[src/rtl/mandel_pkg.sv]
`default_nettype none
// ============================================================================
// Package  : mandel_pkg
// Purpose  : shared widths, default screen size and dispatcher state encoding
// Revision : 1.0 - initial release
// ============================================================================
package mandel_pkg;

    localparam int c_COLOR_W       = 24;
    localparam int c_COORD_W       = 11;
    localparam int c_DEFAULT_H_RES = 640;
    localparam int c_DEFAULT_V_RES = 480;

    typedef enum logic [2:0] {
        ST_IDLE  = 3'd0,
        ST_ISSUE = 3'd1,
        ST_WAIT  = 3'd2,
        ST_CAPT  = 3'd3,
        ST_OUT   = 3'd4
    } disp_state_t;

endpackage
`default_nettype wire

[src/rtl/pixel_dispatcher_if.sv]
`default_nettype none
// ============================================================================
// Interface: pixel_dispatcher_if
// Purpose  : engine start/done channel plus the outgoing valid/ready pixel stream
// Revision : 1.0 - initial release
// ============================================================================
interface pixel_dispatcher_if #(
    parameter int WORD_LENGTH = 64
);

    logic                               start;
    logic [mandel_pkg::c_COORD_W-1:0]   x;
    logic [mandel_pkg::c_COORD_W-1:0]   y;
    logic [WORD_LENGTH-1:0]             re_c;
    logic [WORD_LENGTH-1:0]             im_c;
    logic                               done;
    logic [mandel_pkg::c_COLOR_W-1:0]   color;
    logic [mandel_pkg::c_COLOR_W-1:0]   pix_data;
    logic                               pix_valid;
    logic                               pix_ready;
    logic                               pix_sof;
    logic                               pix_eol;

    modport master (
        output start, x, y, re_c, im_c,
        input  done, color,
        output pix_data, pix_valid, pix_sof, pix_eol,
        input  pix_ready
    );

    modport slave (
        input  start, x, y, re_c, im_c,
        output done, color,
        input  pix_data, pix_valid, pix_sof, pix_eol,
        output pix_ready
    );

endinterface
`default_nettype wire

[src/rtl/coord_stepper.sv]
`default_nettype none
// ============================================================================
// Module   : coord_stepper
// Purpose  : raster x/y counters with Re/Im accumulators stepped by addition only
// Revision : 1.0 - initial release
// ============================================================================
module coord_stepper
    import mandel_pkg::*;
#(
    parameter int WORD_LENGTH = 64,
    parameter int H_RES       = c_DEFAULT_H_RES,
    parameter int V_RES       = c_DEFAULT_V_RES
) (
    input  logic                    clk,
    input  logic                    rst_n,
    input  logic                    i_load,
    input  logic                    i_advance,
    input  logic [WORD_LENGTH-1:0]  i_re_origin,
    input  logic [WORD_LENGTH-1:0]  i_im_origin,
    input  logic [WORD_LENGTH-1:0]  i_step,
    output logic [c_COORD_W-1:0]    o_x,
    output logic [c_COORD_W-1:0]    o_y,
    output logic [WORD_LENGTH-1:0]  o_re,
    output logic [WORD_LENGTH-1:0]  o_im,
    output logic                    o_last_x,
    output logic                    o_last_pixel
);

    localparam logic [c_COORD_W-1:0] c_X_LAST = c_COORD_W'(H_RES - 1);
    localparam logic [c_COORD_W-1:0] c_Y_LAST = c_COORD_W'(V_RES - 1);

    logic [c_COORD_W-1:0]   r_x;
    logic [c_COORD_W-1:0]   r_y;
    logic [WORD_LENGTH-1:0] r_re;
    logic [WORD_LENGTH-1:0] r_im;
    logic [WORD_LENGTH-1:0] r_re_origin;
    logic [WORD_LENGTH-1:0] r_step;

    // Origin and step are captured once per frame so input changes mid-frame are inert.
    always_ff @(posedge clk or negedge rst_n) begin
        if (!rst_n) begin
            r_x         <= '0;
            r_y         <= '0;
            r_re        <= '0;
            r_im        <= '0;
            r_re_origin <= '0;
            r_step      <= '0;
        end else if (i_load) begin
            r_x         <= '0;
            r_y         <= '0;
            r_re        <= i_re_origin;
            r_im        <= i_im_origin;
            r_re_origin <= i_re_origin;
            r_step      <= i_step;
        end else if (i_advance) begin
            if (r_x != c_X_LAST) begin
                r_x  <= r_x + 1'b1;
                r_re <= r_re + r_step;
            end else begin
                r_x  <= '0;
                r_re <= r_re_origin;
                r_y  <= r_y + 1'b1;
                r_im <= r_im - r_step;
            end
        end
    end

    assign o_x          = r_x;
    assign o_y          = r_y;
    assign o_re         = r_re;
    assign o_im         = r_im;
    assign o_last_x     = (r_x == c_X_LAST);
    assign o_last_pixel = (r_x == c_X_LAST) && (r_y == c_Y_LAST);

endmodule
`default_nettype wire

[src/rtl/pixel_dispatcher.sv]
`default_nettype none
// ============================================================================
// Module   : pixel_dispatcher
// Purpose  : raster-scans a frame, runs the Mandelbrot engine per pixel and
//            streams the returned colours with SOF/EOL markers
// Revision : 1.0 - initial release
// ============================================================================
module pixel_dispatcher
    import mandel_pkg::*;
#(
    parameter int FRAC        = 60,
    parameter int WORD_LENGTH = 64,
    parameter int H_RES       = c_DEFAULT_H_RES,
    parameter int V_RES       = c_DEFAULT_V_RES
) (
    input  logic                    sysclk,
    input  logic                    reset_n,
    input  logic                    frame_start,
    input  logic [WORD_LENGTH-1:0]  re_origin,
    input  logic [WORD_LENGTH-1:0]  im_origin,
    input  logic [WORD_LENGTH-1:0]  step,
    output logic                    busy,
    pixel_dispatcher_if.master      bus
);

    if (FRAC >= WORD_LENGTH || H_RES < 1 || V_RES < 1 || H_RES > 2048 || V_RES > 2048) begin : g_param_check
        $error("pixel_dispatcher: unsupported FRAC/WORD_LENGTH/H_RES/V_RES combination");
    end

    disp_state_t            r_state;
    logic                   r_start;
    logic                   r_busy;
    logic                   r_pix_valid;
    logic                   r_pix_sof;
    logic                   r_pix_eol;
    logic [c_COLOR_W-1:0]   r_pix_data;

    logic                   w_load;
    logic                   w_advance;
    logic [c_COORD_W-1:0]   w_x;
    logic [c_COORD_W-1:0]   w_y;
    logic [WORD_LENGTH-1:0] w_re;
    logic [WORD_LENGTH-1:0] w_im;
    logic                   w_last_x;
    logic                   w_last_pixel;

    assign w_load    = (r_state == ST_IDLE) && frame_start;
    // pix_valid is high for the whole OUT state, so ready alone completes the handshake.
    assign w_advance = (r_state == ST_OUT) && bus.pix_ready;

    coord_stepper #(
        .WORD_LENGTH (WORD_LENGTH),
        .H_RES       (H_RES),
        .V_RES       (V_RES)
    ) u_coord_stepper (
        .clk          (sysclk),
        .rst_n        (reset_n),
        .i_load       (w_load),
        .i_advance    (w_advance),
        .i_re_origin  (re_origin),
        .i_im_origin  (im_origin),
        .i_step       (step),
        .o_x          (w_x),
        .o_y          (w_y),
        .o_re         (w_re),
        .o_im         (w_im),
        .o_last_x     (w_last_x),
        .o_last_pixel (w_last_pixel)
    );

    // start is raised on entry to ISSUE so it is high for exactly the ISSUE cycle;
    // done is never looked at in ISSUE, which masks a level-held done from the last pixel.
    always_ff @(posedge sysclk or negedge reset_n) begin
        if (!reset_n) begin
            r_state     <= ST_IDLE;
            r_start     <= 1'b0;
            r_busy      <= 1'b0;
            r_pix_valid <= 1'b0;
            r_pix_sof   <= 1'b0;
            r_pix_eol   <= 1'b0;
            r_pix_data  <= '0;
        end else begin
            r_start <= 1'b0;
            case (r_state)
                ST_IDLE: begin
                    if (frame_start) begin
                        r_busy  <= 1'b1;
                        r_start <= 1'b1;
                        r_state <= ST_ISSUE;
                    end
                end
                ST_ISSUE: begin
                    r_state <= ST_WAIT;
                end
                ST_WAIT: begin
                    if (bus.done) begin
                        r_state <= ST_CAPT;
                    end
                end
                ST_CAPT: begin
                    r_pix_data  <= bus.color;
                    r_pix_sof   <= (w_x == '0) && (w_y == '0);
                    r_pix_eol   <= w_last_x;
                    r_pix_valid <= 1'b1;
                    r_state     <= ST_OUT;
                end
                ST_OUT: begin
                    if (bus.pix_ready) begin
                        r_pix_valid <= 1'b0;
                        if (w_last_pixel) begin
                            r_busy  <= 1'b0;
                            r_state <= ST_IDLE;
                        end else begin
                            r_start <= 1'b1;
                            r_state <= ST_ISSUE;
                        end
                    end
                end
                default: begin
                    r_state <= ST_IDLE;
                end
            endcase
        end
    end

    assign busy          = r_busy;
    assign bus.start     = r_start;
    assign bus.x         = w_x;
    assign bus.y         = w_y;
    assign bus.re_c      = w_re;
    assign bus.im_c      = w_im;
    assign bus.pix_data  = r_pix_data;
    assign bus.pix_valid = r_pix_valid;
    assign bus.pix_sof   = r_pix_sof;
    assign bus.pix_eol   = r_pix_eol;

endmodule
`default_nettype wire

[src/flat_wrapper.sv]
// flat-port wrapper written by rule: the top's interface ports become plain ports
module pixel_dispatcher_flat import mandel_pkg::*;
#(
    parameter int FRAC        = 60,
    parameter int WORD_LENGTH = 64,
    parameter int H_RES       = c_DEFAULT_H_RES,
    parameter int V_RES       = c_DEFAULT_V_RES
)
  (sysclk, reset_n, frame_start, re_origin, im_origin, step, busy, bus_start, bus_x, bus_y, bus_re_c, bus_im_c, bus_done, bus_color, bus_pix_data, bus_pix_valid, bus_pix_sof, bus_pix_eol, bus_pix_ready);
  pixel_dispatcher_if #(.WORD_LENGTH(WORD_LENGTH)) bus_i ();
  input  logic sysclk;
  input  logic reset_n;
  input  logic frame_start;
  input  logic [WORD_LENGTH-1:0] re_origin;
  input  logic [WORD_LENGTH-1:0] im_origin;
  input  logic [WORD_LENGTH-1:0] step;
  output logic busy;
  output wire logic [$bits(bus_i.start)-1:0] bus_start;
  output wire logic [$bits(bus_i.x)-1:0] bus_x;
  output wire logic [$bits(bus_i.y)-1:0] bus_y;
  output wire logic [$bits(bus_i.re_c)-1:0] bus_re_c;
  output wire logic [$bits(bus_i.im_c)-1:0] bus_im_c;
  input wire logic [$bits(bus_i.done)-1:0] bus_done;
  input wire logic [$bits(bus_i.color)-1:0] bus_color;
  output wire logic [$bits(bus_i.pix_data)-1:0] bus_pix_data;
  output wire logic [$bits(bus_i.pix_valid)-1:0] bus_pix_valid;
  output wire logic [$bits(bus_i.pix_sof)-1:0] bus_pix_sof;
  output wire logic [$bits(bus_i.pix_eol)-1:0] bus_pix_eol;
  input wire logic [$bits(bus_i.pix_ready)-1:0] bus_pix_ready;
  assign bus_start = bus_i.start;
  assign bus_x = bus_i.x;
  assign bus_y = bus_i.y;
  assign bus_re_c = bus_i.re_c;
  assign bus_im_c = bus_i.im_c;
  assign bus_i.done = bus_done;
  assign bus_i.color = bus_color;
  assign bus_pix_data = bus_i.pix_data;
  assign bus_pix_valid = bus_i.pix_valid;
  assign bus_pix_sof = bus_i.pix_sof;
  assign bus_pix_eol = bus_i.pix_eol;
  assign bus_i.pix_ready = bus_pix_ready;
  pixel_dispatcher #(.FRAC(FRAC), .WORD_LENGTH(WORD_LENGTH), .H_RES(H_RES), .V_RES(V_RES)) u_core (.sysclk(sysclk), .reset_n(reset_n), .frame_start(frame_start), .re_origin(re_origin), .im_origin(im_origin), .step(step), .busy(busy), .bus(bus_i));
endmodule
[config.mk]
export PLATFORM = sky130hd
export DESIGN_NAME = pixel_dispatcher_flat
export DESIGN_NICKNAME = d
export VERILOG_FILES = /design/src/rtl/mandel_pkg.sv /design/src/rtl/pixel_dispatcher_if.sv /design/src/rtl/coord_stepper.sv /design/src/rtl/pixel_dispatcher.sv /design/src/flat_wrapper.sv
export SDC_FILE = /design/constraint.sdc
export NUM_CORES = 1
export LEC_CHECK = 0
export CORE_MARGIN = 4
export CORE_UTILIZATION = 40
export DETAILED_ROUTE_END_ITERATION = 16
export GPL_TIMING_DRIVEN = 0
export PLACE_DENSITY = 0.68
export SYNTH_ARGS = -nofsm -noshare
export SYNTH_HDL_FRONTEND = slang
export SYNTH_SLANG_ARGS = --single-unit
export TNS_END_PERCENT = 20
[constraint.sdc]
create_clock -name sysclk -period 4.9 [get_ports sysclk]
set_input_delay 1.225 -clock sysclk [delete_from_list [all_inputs] [get_ports sysclk]]
set_output_delay 1.225 -clock sysclk [all_outputs]
set_load 0.1 [all_outputs]
==> results.md <==
* Status: finished clean
* Required @ worst endpoint at 5.32 ns
* Largest net degree at the start of global routing at 117
* Minimum hold slack at 0.476 ns
* Grt met1 use at 0.441
* Die span in x at 233 um
* H-tree depth at 2
* Layout Skew at 0.0169 ns
* Critical path class: register to register
* Max Fclk at 220 MHz
* Setup crit end kind: register
* DRC Markers at 0
* Via count at about 21000
* Clock Tree Buf Depth at 3
* CTS tree: done
* Hold Path Depth at 2
* Top_reg_cell synth: dfrtp_1
* Reg2Reg Depth at 14
* Endpoints failing setup at 0
* Crit path buf inv count at 1
* Hold_sp: u_core.u_coord_stepper.r_re_origin[34]$_DFFE_PN0P_
* CP max stage cell: a2111oi_0
* Worst r2r src: u_core.u_coord_stepper.o_im[0]$_DFFE_PN0P_
* Core ar. at 50200 um2
* Max cap viols at 0
* # fillers at 4772
* Mean area per synthesized cell at between 8 and 9 um2
* Mapped Cells at 2471
* Crit path largest cell delay at 0.94 ns
* Initial antenna violation count at 1
* Drt wl/cell at 24.6 um
* Avg Vias per Cell at 5.84
* Vias in the first global route at 20627
* Delay-heaviest family, CP: compound AO/OA/AOI/OAI gates
* Commonest non-fill, non-tap cell in the layout: nand2_1
* Final Util at 0.527
* Die Height at 233 um
* CTS buffer count at 37
* FF+latch count, synth at 310
* Met2 GRT Util at 0.500
* Total track usage at 0.316
* Initial Utilization at 0.404
* Share of layout cells above drive strength 1 at 0.0412
* Slew Viols, Final at 0
* Critical-path cell list: inv_1 -> ha_1 -> fa_1 -> nor2b_1 -> o21ai_1 -> a211o_1 -> a2111oi_0 -> o211ai_1 -> a31oi_1 -> nand4_1 -> o32ai_1 -> a31o_2 -> or4b_2 -> nand3_1
* Synth Net Count at 2824
* Grt ovf at 0
* Clk_lat worst skew at 0.56 ns
* Post-route cell area at around 26000 um2
* Syn-to-layout area delta at 30.5%
* Most frequent cells in the layout: nand2_1, clkdlybuf4s50_1, dfrtp_1
* EDFF count, synth at 0
* Worst reg2reg path endpoint: u_core.u_coord_stepper.o_im[62]$_DFFE_PN0P_
* Row Count at 82
* Reg clk slew, reported paths at 0.06 ns
* Ys async rst share at 1.00
* IO Count at 400
* Postcts setup bufs at 0
* Setup TNS at 0 ns
* DR iter-0 viols at ~1900
* HPWL after DPL at 69.2 mm
* Busiest grt layer: met2
* First-pass GRT wire length at 129 mm
* Worst setup SP type: register
* Worst Hold Class: register to register
* DIE AREA at between 50000 and 60000 um2
* Warnings, synthesis at 0
* Relative slew slack at 0.0592
* Buffers added on ports at 399
* Post-synthesis cell area at around 20000 um2
* Clock Sinks at 310
* Cts repair resizes at 0
* Post-DP Area at 25200 um2
* Clk root buf: clkbuf_16
* FF-to-FF setup slack at ~0.35 ns
* Worst-margin pin slew at ~1.4 ns
* Antenna Violating Nets Remaining at 0
* Grt met3 use at 0.0499
* TritonRoute pass-1 iters at 8
* Synth cell types at 76
* Data arrival time of the critical path at 4.96 ns
* Hold Fails Final Rpt at 0
* Final WL at 89.0 mm
* Tcrit/Tclk final at 0.928
* Tmin final at 4.55 ns
* Cts hold-fix bufs at 0
* Seq/Total Area, Yosys at 0.383
* Hold endpoint: u_core.u_coord_stepper.r_re_origin[34]$_DFFE_PN0P_
* Gp weighted congestion at 0.997
* RSZ-0062 raised after global routing: no
* CP Max Fanout at 3
* Final #Nets at ~3300
-- cells in the mapped netlist (all sizes together), types with 8 or more instances --
cell type	count	area (um2)
a211oi	21	175
o221ai	8	70.1
o21a	13	97.6
or3	12	75.1
o21ai	266	1340
a222oi	11	110
o31ai	11	101
inv	104	390
and3	28	180
nor3	31	155
mux2	24	270
xor2	55	482
ha	130	1630
nand4	41	257
nor2	149	559
o22ai	23	144
nor2b	10	62.6
a31oi	30	194
xnor2	68	596
a21oi	242	1230
buf	18	73.8
clkbuf	123	462
o21bai	20	150
dfrtp	310	7760
o211ai	27	203
a21o	79	593
and2	12	75.1
nand2	455	1710
nand3	47	235
-- cell type report --
class | instances | area (um2) | share of cell area
inverter | 104 | 390 | 0.0148
clock buffer | 52 | 1110 | 0.0422
timing repair buffer | 402 | 4070 | 0.154
buffer | 141 | 536 | 0.0203
clock inverter | 13 | 150 | 0.00568
multi-input combinational | 1916 | 11600 | 0.438
antenna | 1 | 2.50 | 0.0000946
tap | 672 | 841 | 0.0318
sequential | 310 | 7760 | 0.293
-- flip-flops by register name, summed over array words and instances, names as in the netlist --
name                                flops
u_core.bus.pix_data                    24
u_core.u_coord_stepper.r_re_origin     64
u_core.busy                             1
u_core.u_coord_stepper.o_x             11
u_core.bus.pix_valid                    1
u_core.u_coord_stepper.o_im            64
u_core.u_coord_stepper.o_re            64
u_core.u_coord_stepper.r_step          64
u_core.bus.start                        1
u_core.bus.pix_eol                      1
u_core.u_coord_stepper.o_y             11
u_core.r_state                          3
u_core.bus.pix_sof                      1
-- through the flow --
step / worst slack (ns) / instances
6_report: 0.353 / 3611
5_1_grt: 0.0152 / 3610
4_1_cts: 0.324 / 3610
3_5_place_dp: -0.0255 / 3545
3_3_place_gp: -10.89 / 3542
2_1_floorplan: 1.02 / 2471
-- per-layer routing --
metal / share of wire / vias to the layer above
li1: - / 9665
met1: 0.43 / 10317
met2: 0.45 / 953
met3: 0.081 / 145
met4: 0.038 / 2
met5: 0.00015 / -
-- cell families after synthesis --
| kind of cell | Yosys count | synth area share |
|---|---|---|
| fa+ha+maj | 132 | 0.0822 |
| simple gates | 816 | 0.174 |
| xor+xnor | 123 | 0.0532 |
| compound gates | 817 | 0.247 |
| mux | 28 | 0.0153 |
| buf+inv | 245 | 0.0457 |
| flops | 310 | 0.383 |
-- how the worst max path moves through the flow --
| stage | slack, ns | cells past startpoint | from | end |
|---|---|---|---|---|
| finish | 0.35 | 14 | u_core.u_coord_stepper.o_im[0]$_DFFE_PN0P_ | u_core.u_coord_stepper.o_im[62]$_DFFE_PN0P_ |
| global route | 0.02 | 14 | u_core.u_coord_stepper.o_im[0]$_DFFE_PN0P_ | u_core.u_coord_stepper.o_im[62]$_DFFE_PN0P_ |
| CTS | 0.32 | 14 | u_core.u_coord_stepper.o_im[0]$_DFFE_PN0P_ | u_core.u_coord_stepper.o_im[62]$_DFFE_PN0P_ |
| detailed placement | -0.03 | 7 | bus_pix_ready | u_core.u_coord_stepper.o_im[38]$_DFFE_PN0P_ |
| global placement | -10.89 | 1 | reset_n | u_core.u_coord_stepper.o_im[13]$_DFFE_PN0P_ |
| floorplan | 1.02 | 14 | u_core.u_coord_stepper.o_im[0]$_DFFE_PN0P_ | u_core.u_coord_stepper.o_im[62]$_DFFE_PN0P_ |
-- worst reg2reg max path: cells and delay by family (launching register included) --
kind	cells	cell delay, ns
adder cells (fa/ha/maj)	2	0.61
AO/OA/AOI/OAI	7	2.62
AND/OR/NAND/NOR	4	0.69
buffers and inverters	1	0.07
flip-flops	1	0.43
Power is left out: the tool's default activity adds up to more than one toggle a clock period on the data nets, which glitch-free logic cannot reach.
